### config.mk
export PLATFORM = sky130hd
export DESIGN_NAME = traffic_light_monitor
export DESIGN_NICKNAME = d
export VERILOG_FILES = /design/src/rtl/traffic_light_pkg.sv /design/src/rtl/light_channel_checker.sv /design/src/rtl/traffic_light_monitor.sv
export SDC_FILE = /design/constraint.sdc
export NUM_CORES = 1
export LEC_CHECK = 0
export ABC_AREA = 0
export BUFFER_PORTS_ARGS = -buffer_cell sky130_fd_sc_hd__buf_2
export CAP_MARGIN = 20
export CORE_ASPECT_RATIO = 1.4
export CORE_MARGIN = 4
export CORE_UTILIZATION = 44
export CTS_CLUSTER_DIAMETER = 40
export DETAILED_ROUTE_END_ITERATION = 10
export GPL_TIMING_DRIVEN = 0
export PLACE_DENSITY_LB_ADDON = 0.15
export RECOVER_POWER = 50
export SYNTH_ARGS = -nofsm -noshare
export SYNTH_HDL_FRONTEND = slang
export SYNTH_HIERARCHICAL = 1
export SYNTH_SLANG_ARGS = --single-unit
### constraint.sdc
create_clock -name clk -period 2.8 [get_ports clk]
set_input_delay 0.28 -clock clk [delete_from_list [all_inputs] [get_ports clk]]
set_output_delay 0.28 -clock clk [all_outputs]
set_load 0.05 [all_outputs]
### src/rtl/traffic_light_pkg.sv
// Shared lamp encodings, fault codes and counter width for the traffic light monitor.
package traffic_light_pkg;

  localparam int CNT_W = 8;

  localparam logic [2:0] RED    = 3'b100;
  localparam logic [2:0] YELLOW = 3'b010;
  localparam logic [2:0] GREEN  = 3'b001;

  typedef enum logic [2:0] {
    FC_NONE          = 3'd0,
    FC_ILLEGAL_CODE  = 3'd1,
    FC_CONFLICT      = 3'd2,
    FC_BAD_SEQ       = 3'd3,
    FC_YELLOW_TIME   = 3'd4,
    FC_GREEN_TIMEOUT = 3'd5
  } fault_code_e;

  function automatic logic lamp_is_legal(input logic [2:0] code);
    return (code == RED) || (code == YELLOW) || (code == GREEN);
  endfunction

  function automatic logic [CNT_W-1:0] sat_inc(input logic [CNT_W-1:0] value);
    return (value == {CNT_W{1'b1}}) ? value : value + {{(CNT_W-1){1'b0}}, 1'b1};
  endfunction

endpackage

### src/rtl/light_channel_checker.sv
// Per-direction lamp tracker: remembers the last legal lamp and its run length,
// and flags illegal codes, bad transitions and phase-duration violations.
module light_channel_checker
  import traffic_light_pkg::*;
#(
  parameter int GREEN_MAX     = 10,
  parameter int YELLOW_CYCLES = 3
) (
  input  logic       clk,
  input  logic       reset,
  input  logic [2:0] light_i,
  output logic       illegal_o,
  output logic       bad_seq_o,
  output logic       yellow_time_o,
  output logic       green_timeout_o,
  output logic       cycle_done_o
);

  logic [2:0]       prev_q, prev_d;
  logic [CNT_W-1:0] run_q, run_d;

  // Phase state register; cleared to a red phase of length zero.
  always_ff @(posedge clk or posedge reset) begin
    if (reset) begin
      prev_q <= RED;
      run_q  <= {CNT_W{1'b0}};
    end else begin
      prev_q <= prev_d;
      run_q  <= run_d;
    end
  end

  // Classify the current sample against the stored phase and compute its successor.
  always_comb begin
    prev_d          = prev_q;
    run_d           = run_q;
    illegal_o       = 1'b0;
    bad_seq_o       = 1'b0;
    yellow_time_o   = 1'b0;
    green_timeout_o = 1'b0;
    cycle_done_o    = 1'b0;
    if (!lamp_is_legal(light_i)) begin
      // Illegal samples leave the tracked phase untouched.
      illegal_o = 1'b1;
    end else if (light_i == prev_q) begin
      run_d = sat_inc(run_q);
      if ((prev_q == YELLOW) && (run_q == CNT_W'(YELLOW_CYCLES))) begin
        yellow_time_o = 1'b1;
      end else if ((prev_q == GREEN) && (run_q == CNT_W'(GREEN_MAX))) begin
        green_timeout_o = 1'b1;
      end else begin
        yellow_time_o = 1'b0;
      end
    end else begin
      prev_d = light_i;
      run_d  = {{(CNT_W-1){1'b0}}, 1'b1};
      case (prev_q)
        RED:     bad_seq_o = (light_i != GREEN);
        GREEN:   bad_seq_o = (light_i != YELLOW);
        YELLOW: begin
          if (light_i == RED) begin
            cycle_done_o  = 1'b1;
            yellow_time_o = (run_q != CNT_W'(YELLOW_CYCLES));
          end else begin
            bad_seq_o = 1'b1;
          end
        end
        default: bad_seq_o = 1'b1;
      endcase
    end
  end

endmodule

### src/rtl/traffic_light_monitor.sv
// Passive checker for the traffic_light controller outputs: latches the first
// safety/sequencing violation and counts completed north-south cycles.
module traffic_light_monitor
  import traffic_light_pkg::*;
#(
  parameter int GREEN_MAX     = 10,
  parameter int YELLOW_CYCLES = 3
) (
  input  logic             clk,
  input  logic             reset,
  input  logic [2:0]       ns_light,
  input  logic [2:0]       ew_light,
  output logic             fault,
  output logic [2:0]       fault_code,
  output logic             fault_dir,
  output logic [CNT_W-1:0] ns_cycles
);

  logic ns_illegal_s, ns_bad_seq_s, ns_yellow_s, ns_green_s, ns_done_s;
  logic ew_illegal_s, ew_bad_seq_s, ew_yellow_s, ew_green_s, ew_done_s;
  logic conflict_s;

  fault_code_e      code_s;
  logic             dir_s;
  logic             fault_q, fault_d;
  fault_code_e      code_q, code_d;
  logic             dir_q, dir_d;
  logic [CNT_W-1:0] ns_cycles_q, ns_cycles_d;

  light_channel_checker #(
    .GREEN_MAX     (GREEN_MAX),
    .YELLOW_CYCLES (YELLOW_CYCLES)
  ) u_ns (
    .clk             (clk),
    .reset           (reset),
    .light_i         (ns_light),
    .illegal_o       (ns_illegal_s),
    .bad_seq_o       (ns_bad_seq_s),
    .yellow_time_o   (ns_yellow_s),
    .green_timeout_o (ns_green_s),
    .cycle_done_o    (ns_done_s)
  );

  light_channel_checker #(
    .GREEN_MAX     (GREEN_MAX),
    .YELLOW_CYCLES (YELLOW_CYCLES)
  ) u_ew (
    .clk             (clk),
    .reset           (reset),
    .light_i         (ew_light),
    .illegal_o       (ew_illegal_s),
    .bad_seq_o       (ew_bad_seq_s),
    .yellow_time_o   (ew_yellow_s),
    .green_timeout_o (ew_green_s),
    .cycle_done_o    (ew_done_s)
  );

  assign conflict_s = (ns_light != RED) && (ew_light != RED);

  // Lowest code wins; within a code NS wins over EW. CONFLICT always reports NS.
  always_comb begin
    code_s = FC_NONE;
    dir_s  = 1'b0;
    if (ns_illegal_s) begin
      code_s = FC_ILLEGAL_CODE;
    end else if (ew_illegal_s) begin
      code_s = FC_ILLEGAL_CODE;
      dir_s  = 1'b1;
    end else if (conflict_s) begin
      code_s = FC_CONFLICT;
    end else if (ns_bad_seq_s) begin
      code_s = FC_BAD_SEQ;
    end else if (ew_bad_seq_s) begin
      code_s = FC_BAD_SEQ;
      dir_s  = 1'b1;
    end else if (ns_yellow_s) begin
      code_s = FC_YELLOW_TIME;
    end else if (ew_yellow_s) begin
      code_s = FC_YELLOW_TIME;
      dir_s  = 1'b1;
    end else if (ns_green_s) begin
      code_s = FC_GREEN_TIMEOUT;
    end else if (ew_green_s) begin
      code_s = FC_GREEN_TIMEOUT;
      dir_s  = 1'b1;
    end else begin
      code_s = FC_NONE;
    end
  end

  // Sticky first-fault capture and NS cycle counting (which continues after a fault).
  always_comb begin
    fault_d     = fault_q;
    code_d      = code_q;
    dir_d       = dir_q;
    ns_cycles_d = ns_cycles_q + {{(CNT_W-1){1'b0}}, ns_done_s};
    if (!fault_q && (code_s != FC_NONE)) begin
      fault_d = 1'b1;
      code_d  = code_s;
      dir_d   = dir_s;
    end else begin
      fault_d = fault_q;
    end
  end

  // Output registers; everything clears asynchronously on reset.
  always_ff @(posedge clk or posedge reset) begin
    if (reset) begin
      fault_q     <= 1'b0;
      code_q      <= FC_NONE;
      dir_q       <= 1'b0;
      ns_cycles_q <= {CNT_W{1'b0}};
    end else begin
      fault_q     <= fault_d;
      code_q      <= code_d;
      dir_q       <= dir_d;
      ns_cycles_q <= ns_cycles_d;
    end
  end

  assign fault      = fault_q;
  assign fault_code = code_q;
  assign fault_dir  = dir_q;
  assign ns_cycles  = ns_cycles_q;

endmodule
======== Yosys cells after proc, flatten, opt, wreduce, memory -nomap -nowiden ========
Index checks and enable logic that the tools add are counted.
word-level totals
  register bits ........................... 35
  latch bits .............................. 0
  RAM bits ................................ 0
  memory bits (read-only) ................. 0
  input port bits ......................... 8
  output and inout port bits .............. 13
  logic and storage cells ................. 111
  memories ................................ 0
cells by class
  $add $sub $neg .......................... 3
  multiply operators ...................... 0
  div/mod/pow operators ................... 0
  $lt $le $gt $ge ......................... 0
  eq/ne operators ......................... 30
  shifts and indexed selects .............. 0
  mux-type cells .......................... 52
  bitwise gates (word level) .............. 2
  reductions and logical operators ........ 16
operators with widths
  cell                   number
  $mux W1                37
  $mux W8                4
  $mux W3                9
  $add A8 B1 Y8 const B  2
  $eq A8 B2 Y1 const B   2
  $eq A8 B4 Y1 const B   2
  $eq A8 B8 Y1 const B   2
  $ne A8 B2 Y1 const B   2
  $eq A3 B1 Y1 const B   4
  $eq A3 B2 Y1 const B   4
  $eq A3 B3 Y1 const B   4
  $add A8 B1 Y8          1
  $reduce_and A2 Y1      4
  $eq A3 B3 Y1           2
  $logic_and A1 B1 Y1    6
  $ne A3 B1 Y1 const B   2
  $ne A3 B2 Y1 const B   2
  $ne A3 B3 Y1 const B   2
  $pmux W1 S3            2
  $logic_or A1 B1 Y1     4
  $ne A2 B2 Y1 const B   2
  $reduce_bool A3 Y1     1
  $not A1 Y1             2
  $logic_not A1 Y1       1

======== Longest topological paths before layout ========
  word-level depth ........................ 17
  gate-level depth with buffers ........... 9
  gate-level depth less buffers ........... 8

======== By module ========
Netlist, hierarchy kept.
modules (own cells, without submodules)
  module                 times used  cells an instance  area an instance (um^2)  seq. area each (um^2)
  light_channel_checker  2           95                 824.5                    276.5
  traffic_light_monitor  1           56                 660.6                    325.3

======== Worst setup path after synthesis ========
OpenSTA, ideal clock, no wires.
  path kind ............................... reg2reg
  from .................................... reg u_ns.run_q[6]
  to ...................................... reg dir_q, in the netlist fault_dir
  setup time .............................. 0.125 ns
  data arrival time ....................... 2.408 ns
  required time ........................... 2.675 ns
  slack ................................... 0.267 ns
  cell stages (with the launch flop) ...... 7
  buffers on the path ..................... 0
  clock period less this slack ............ 2.533 ns
  path through ............................ dfrtp_1 > or4_1 > nor4b_1 > mux2_2 > nor4_4 > a31oi_4 > mux2_4
RTL lines
  item                                                   line                                                      source
  from (decl)                                            light_channel_checker.sv:20                               logic [CNT_W-1:0] run_q, run_d;
  from (signal assigned)                                 light_channel_checker.sv:26                               run_q <= {CNT_W{1'b0}};
  from (signal assigned)                                 light_channel_checker.sv:29                               run_q <= run_d;
  $ne A8 B2 Y1 / $eq A8 B2 Y1 (equally long branches)    light_channel_checker.sv:63, light_channel_checker.sv:47
  $mux W1 / $logic_and A1 B1 Y1 (equally long branches)  light_channel_checker.sv:61, light_channel_checker.sv:47
  $mux W1, on equally long branches                      light_channel_checker.sv:57, light_channel_checker.sv:47
  $mux W1 *                                              light_channel_checker.sv:45                               end else if (light_i == prev_q) begin
  $mux W1 *                                              light_channel_checker.sv:42                               if (!lamp_is_legal(light_i)) begin
  via ns_yellow_s                                        traffic_light_monitor.sv:19                               logic ns_illegal_s, ns_bad_seq_s, ns_yellow_s, ns_green_s, ns_done_s;
  $mux W3                                                traffic_light_monitor.sv:76                               end else if (ns_yellow_s) begin
  $mux W3                                                traffic_light_monitor.sv:73                               end else if (ew_bad_seq_s) begin
  $mux W3                                                traffic_light_monitor.sv:71                               end else if (ns_bad_seq_s) begin
  $mux W3                                                traffic_light_monitor.sv:69                               end else if (conflict_s) begin
  $mux W3                                                traffic_light_monitor.sv:66                               end else if (ew_illegal_s) begin
  $mux W3                                                traffic_light_monitor.sv:64                               if (ns_illegal_s) begin
  $reduce_bool A3 Y1                                     traffic_light_monitor.sv:97                               if (!fault_q && (code_s != FC_NONE)) begin
  $logic_and A1 B1 Y1                                    traffic_light_monitor.sv:97
  to (signal assigned)                                   traffic_light_monitor.sv:116                              dir_q <= dir_d;
  to (decl)                                              traffic_light_monitor.sv:27                               logic dir_q, dir_d;
Mark *: on every way through the listed nets, which the timed path passes. The rest lies on a longest branch.
A chain may end at the register's enable or synchronous reset.

======== Worst setup path in the final report ========
Ends and elaborated chain as after synthesis.

==> results by group <==
Route
  • DRC errors left: 0
  • Routed WL: 4.981 mm
  • Routed vias: 1945
  • Initial DRT Pass Iterations: 4
  • 1st-iter DRT viols: 145
  • Drt via density: 5.754
  • Routed wire length per instance: 14.74 um
  • Antenna Nets Post-Route: 0

Critical path
  • CP Buf/Inv Count: 0
  • CP Class: register to register
  • Crit path max fanout: 6
  • Critical path's largest stage delay: 0.58 ns
  • Slowest cell on crit path: or4_1
  • Crit-path leading delay family: simple AND/OR/NAND/NOR gates
  • Critical Path RT: 2.97 ns
  • Critical Path AT: 2.87 ns
  • Critical-path cell list: or4_1, nor4b_1, mux2_2, nor4_4, a31oi_4, mux2_4
  • Worst setup SP type: register
  • CP endpoint kind: register

Pwr
  • Peak supply drop: 0.0002905 V
  • Psw: 0.4707 mW
  • Net Sw Frac: 31.17%
  • Clock power frac: 35.8%
  • Logic pwr share: 23.6%
  • Static Leak: 1.142 nW
  • Part of the power in registers: 40.6%
  • Pwr per Cell Area: 574.0 nW/um^2
  • Pint: 1.040 mW

Timing
  • Post-layout min period: 2.701 ns
  • RSZ-0062 raised after global routing: no
  • Final worst path period share: 96.45%
  • Final Hold Viols: 0
  • Pins Over Slew Limit: 0
  • FMAX: 370.3 MHz
  • Relative slew margins: 60.00%
  • # setup viols final: 0
  • Measured slew at the worst slew-check pin: 0.5945 ns
  • Clock Skew: 0.005982 ns

Synthesis
  • Synthesized area: 2310 sq um
  • Avg Synthesized Cell Area: 9.389 sq um
  • Most common cell in the netlist: dfrtp_1
  • Count of cell types in the netlist: 47
  • YS warnings: 6
  • Sequential share of the synthesized area: 38.03%
  • Synth async-reset ratio: 100.0%
  • Synth Flop Type: dfrtp_1
  • Yosys top cell area share: 35.75%
  • Register bit total from synthesis: 35
  • Post-synthesis net count: 260
  • Most instantiated cells after synthesis: 33 x dfrtp_1, 20 x a21oi_1, 16 x inv_1
  • Mapped Cells: 246
  • EDFF count, synth: 0
  • Cell taking the most area after synthesis: dfrtp_1
  • Largest cells by area after synthesis: dfrtp_1 36%, a21oi_1 4.3%, xor2_1 3.8%

Global route
  • Vias in the first global route: 1910
  • Total track usage: 16.14%
  • Initial antenna violation count: 0
  • First-pass GRT wire length: 8.638 mm
  • Grt total ovfl: 0
  • Largest net degree at the start of global routing: 14

Final layout
  • Diode count: 0
  • Count of filler cells inserted in the layout: 495
  • Register cell area after layout: 878.3 sq um
  • Finished Cell Area: 2631 sq um
  • Area Overhead vs Synth: 13.92%
  • Multi-input logic area: 1299 sq um
  • Final net count: 287
  • Final cell utilization of the core: 53.11%
  • Layout cell share with drive strength beyond 1: 16.79%

Clocking
  • CTS tree: yes
  • Clk_lat worst skew: 0.28 ns
  • H-tree levels: 2
  • Clock sink count: 35
  • CTS buffer count: 5
  • Clock tree buffer depth: 2
  • Clk slew on worst S/H paths: 0.08 ns
  • Root Driver: clkbuf_8

Placed design
  • Final HPWL DP: 3.645 mm
  • Gpl congestion: 0.7710
  • IO Port Bufs: 20
  • Placed cell area: 2490 sq um

Floorplan
  • Rows: 30
  • Chip Width: 69.24 um
  • DIE AREA: 6489 sq um
  • Num ports: 21
  • Initial Util: 46.62%
  • Die Height: 93.73 um
  • Core box area: 4955 sq um

Flow run
  • Max-cap violations: 0

Hold path
  • Worst Hold Class: primary input to asynchronous set/reset pin

Outcome
  • Status: completed
## cell families (layout without fill, tap and decap cells)
logic type | Yosys count | after routing | share of synthesized area (%)
simple gates | 89 | 89 | 24.81
compound gates | 67 | 67 | 20.69
flops | 35 | 35 | 38.03
buf+inv | 32 | 60 | 6.284
xor+xnor | 14 | 14 | 5.308
fa+ha+maj | 6 | 6 | 3.250
mux | 3 | 3 | 1.625
## cells in the final DEF, fill, tap and decap left out, types with 3 or more instances in the layout
cell type,synthesis,routed
nor2b_1,5,5
o31ai_1,6,6
o32ai_1,7,7
inv_1,16,16
buf_2,2,19
nand2_1,8,8
and4_1,9,9
nor3b_1,3,3
nor3_1,7,7
nor4b_1,6,5
and3_1,3,3
o21a_1,3,3
or4_1,8,8
ha_1,6,6
o21ai_0,11,11
xnor2_1,4,4
xor2_1,10,10
clkbuf_8,0,5
o2111a_1,4,4
nand4_1,5,5
nand3_1,7,7
dfrtp_1,33,33
or3_1,4,4
a21oi_1,20,20
nor2_1,13,13
o22ai_1,3,3
clkbuf_1,6,10
## flip-flops by register name, indices dropped and copies added (netlist names)
register	flops
ns_cycles	8
u_ew/run_q	8
u_ns/run_q	8
fault_code	3
u_ew/prev_q	3
u_ns/prev_q	3
fault	1
fault_dir	1
## layout make-up
cell class | instances | area share, %
flip-flops and latches | 35 | 33.38
repair buffers | 20 | 3.661
clock buffers | 6 | 2.758
multi-input cells | 179 | 49.36
well taps | 64 | 3.043
inverters | 18 | 2.568
plain buffers | 14 | 2.948
clock inverters | 2 | 2.282
## power groups by stage
stage / Sequential, mW / Clock [mW] / Combinational (mW)
final: 0.613 / 0.541 / 0.357
after global routing: 0.622 / 0.581 / 0.393
after CTS: 0.612 / 0.560 / 0.359
after detailed placement: 0.622 / 0 / 0.358
after global placement: 0.622 / 0 / 0.353
after floorplan: 0.682 / 0 / 0.205
## layer usage
| layer | track usage, % | vias up | routed length (um) | part of all wire (%) |
|---|---|---|---|---|
| met4 | 4.397 | 0 | 28 | 0.56 |
| met5 | 0 | - | 0 | 0 |
| li1 | - | 985 | - | - |
| met1 | 19.61 | 936 | 2196 | 44 |
| met3 | 3.212 | 2 | 96 | 1.9 |
| met2 | 28.90 | 22 | 2659 | 53 |
## worst register-to-register path: cells and delay by family, from the launching register on
family | cells | cell delay (ns)
flops | 1 | 0.42
mux | 2 | 0.74
simple gates | 3 | 1.28
compound gates | 1 | 0.16
## worst paths after layout
check	from	slack (ns)	cells past startpoint	to
hold / removal	reset	0.003	2	u_ew/run_q[3]$_DFFE_PP0P_
max in group asynchronous	reset	2.43	2	u_ns/prev_q[2]$_DFFE_PP1P_
hold reg to reg	ns_cycles[7]$_DFF_PP0_	0.47	1	ns_cycles[7]$_DFF_PP0_
setup / recovery	u_ns/run_q[6]$_DFFE_PP0P_	0.1	6	fault_dir$_DFFE_PP0P_
setup reg to reg	u_ns/run_q[6]$_DFFE_PP0P_	0.1	6	fault_dir$_DFFE_PP0P_
min in group clk	ns_light[1]	0.39	3	u_ns/prev_q[2]$_DFFE_PP1P_
## per-stage QoR
step / total power, mW / setup slack [ns] / setup TNS [ns] / hold WS (ns) / cells
2_1_floorplan: 0.8876 / 0.2671 / 0 / 0.1317 / 246
5_1_grt: 1.596 / 0.02618 / 0 / 0.02669 / 338
3_3_place_gp: 0.9749 / -0.005181 / -0.005181 / 0.3371 / 330
6_report: 1.510 / 0.09941 / 0 / 0.003422 / 338
3_5_place_dp: 0.9797 / -0.001178 / -0.001178 / 0.3371 / 330
4_1_cts: 1.532 / 0.02826 / 0 / 0.02502 / 338
## timing repair
item,CTS,global route
buffers inserted,0,0
gates resized for setup,0,2
setup endpoints to repair,0,1
hold buffers,0,0
(Power assumes the default switching activity.)
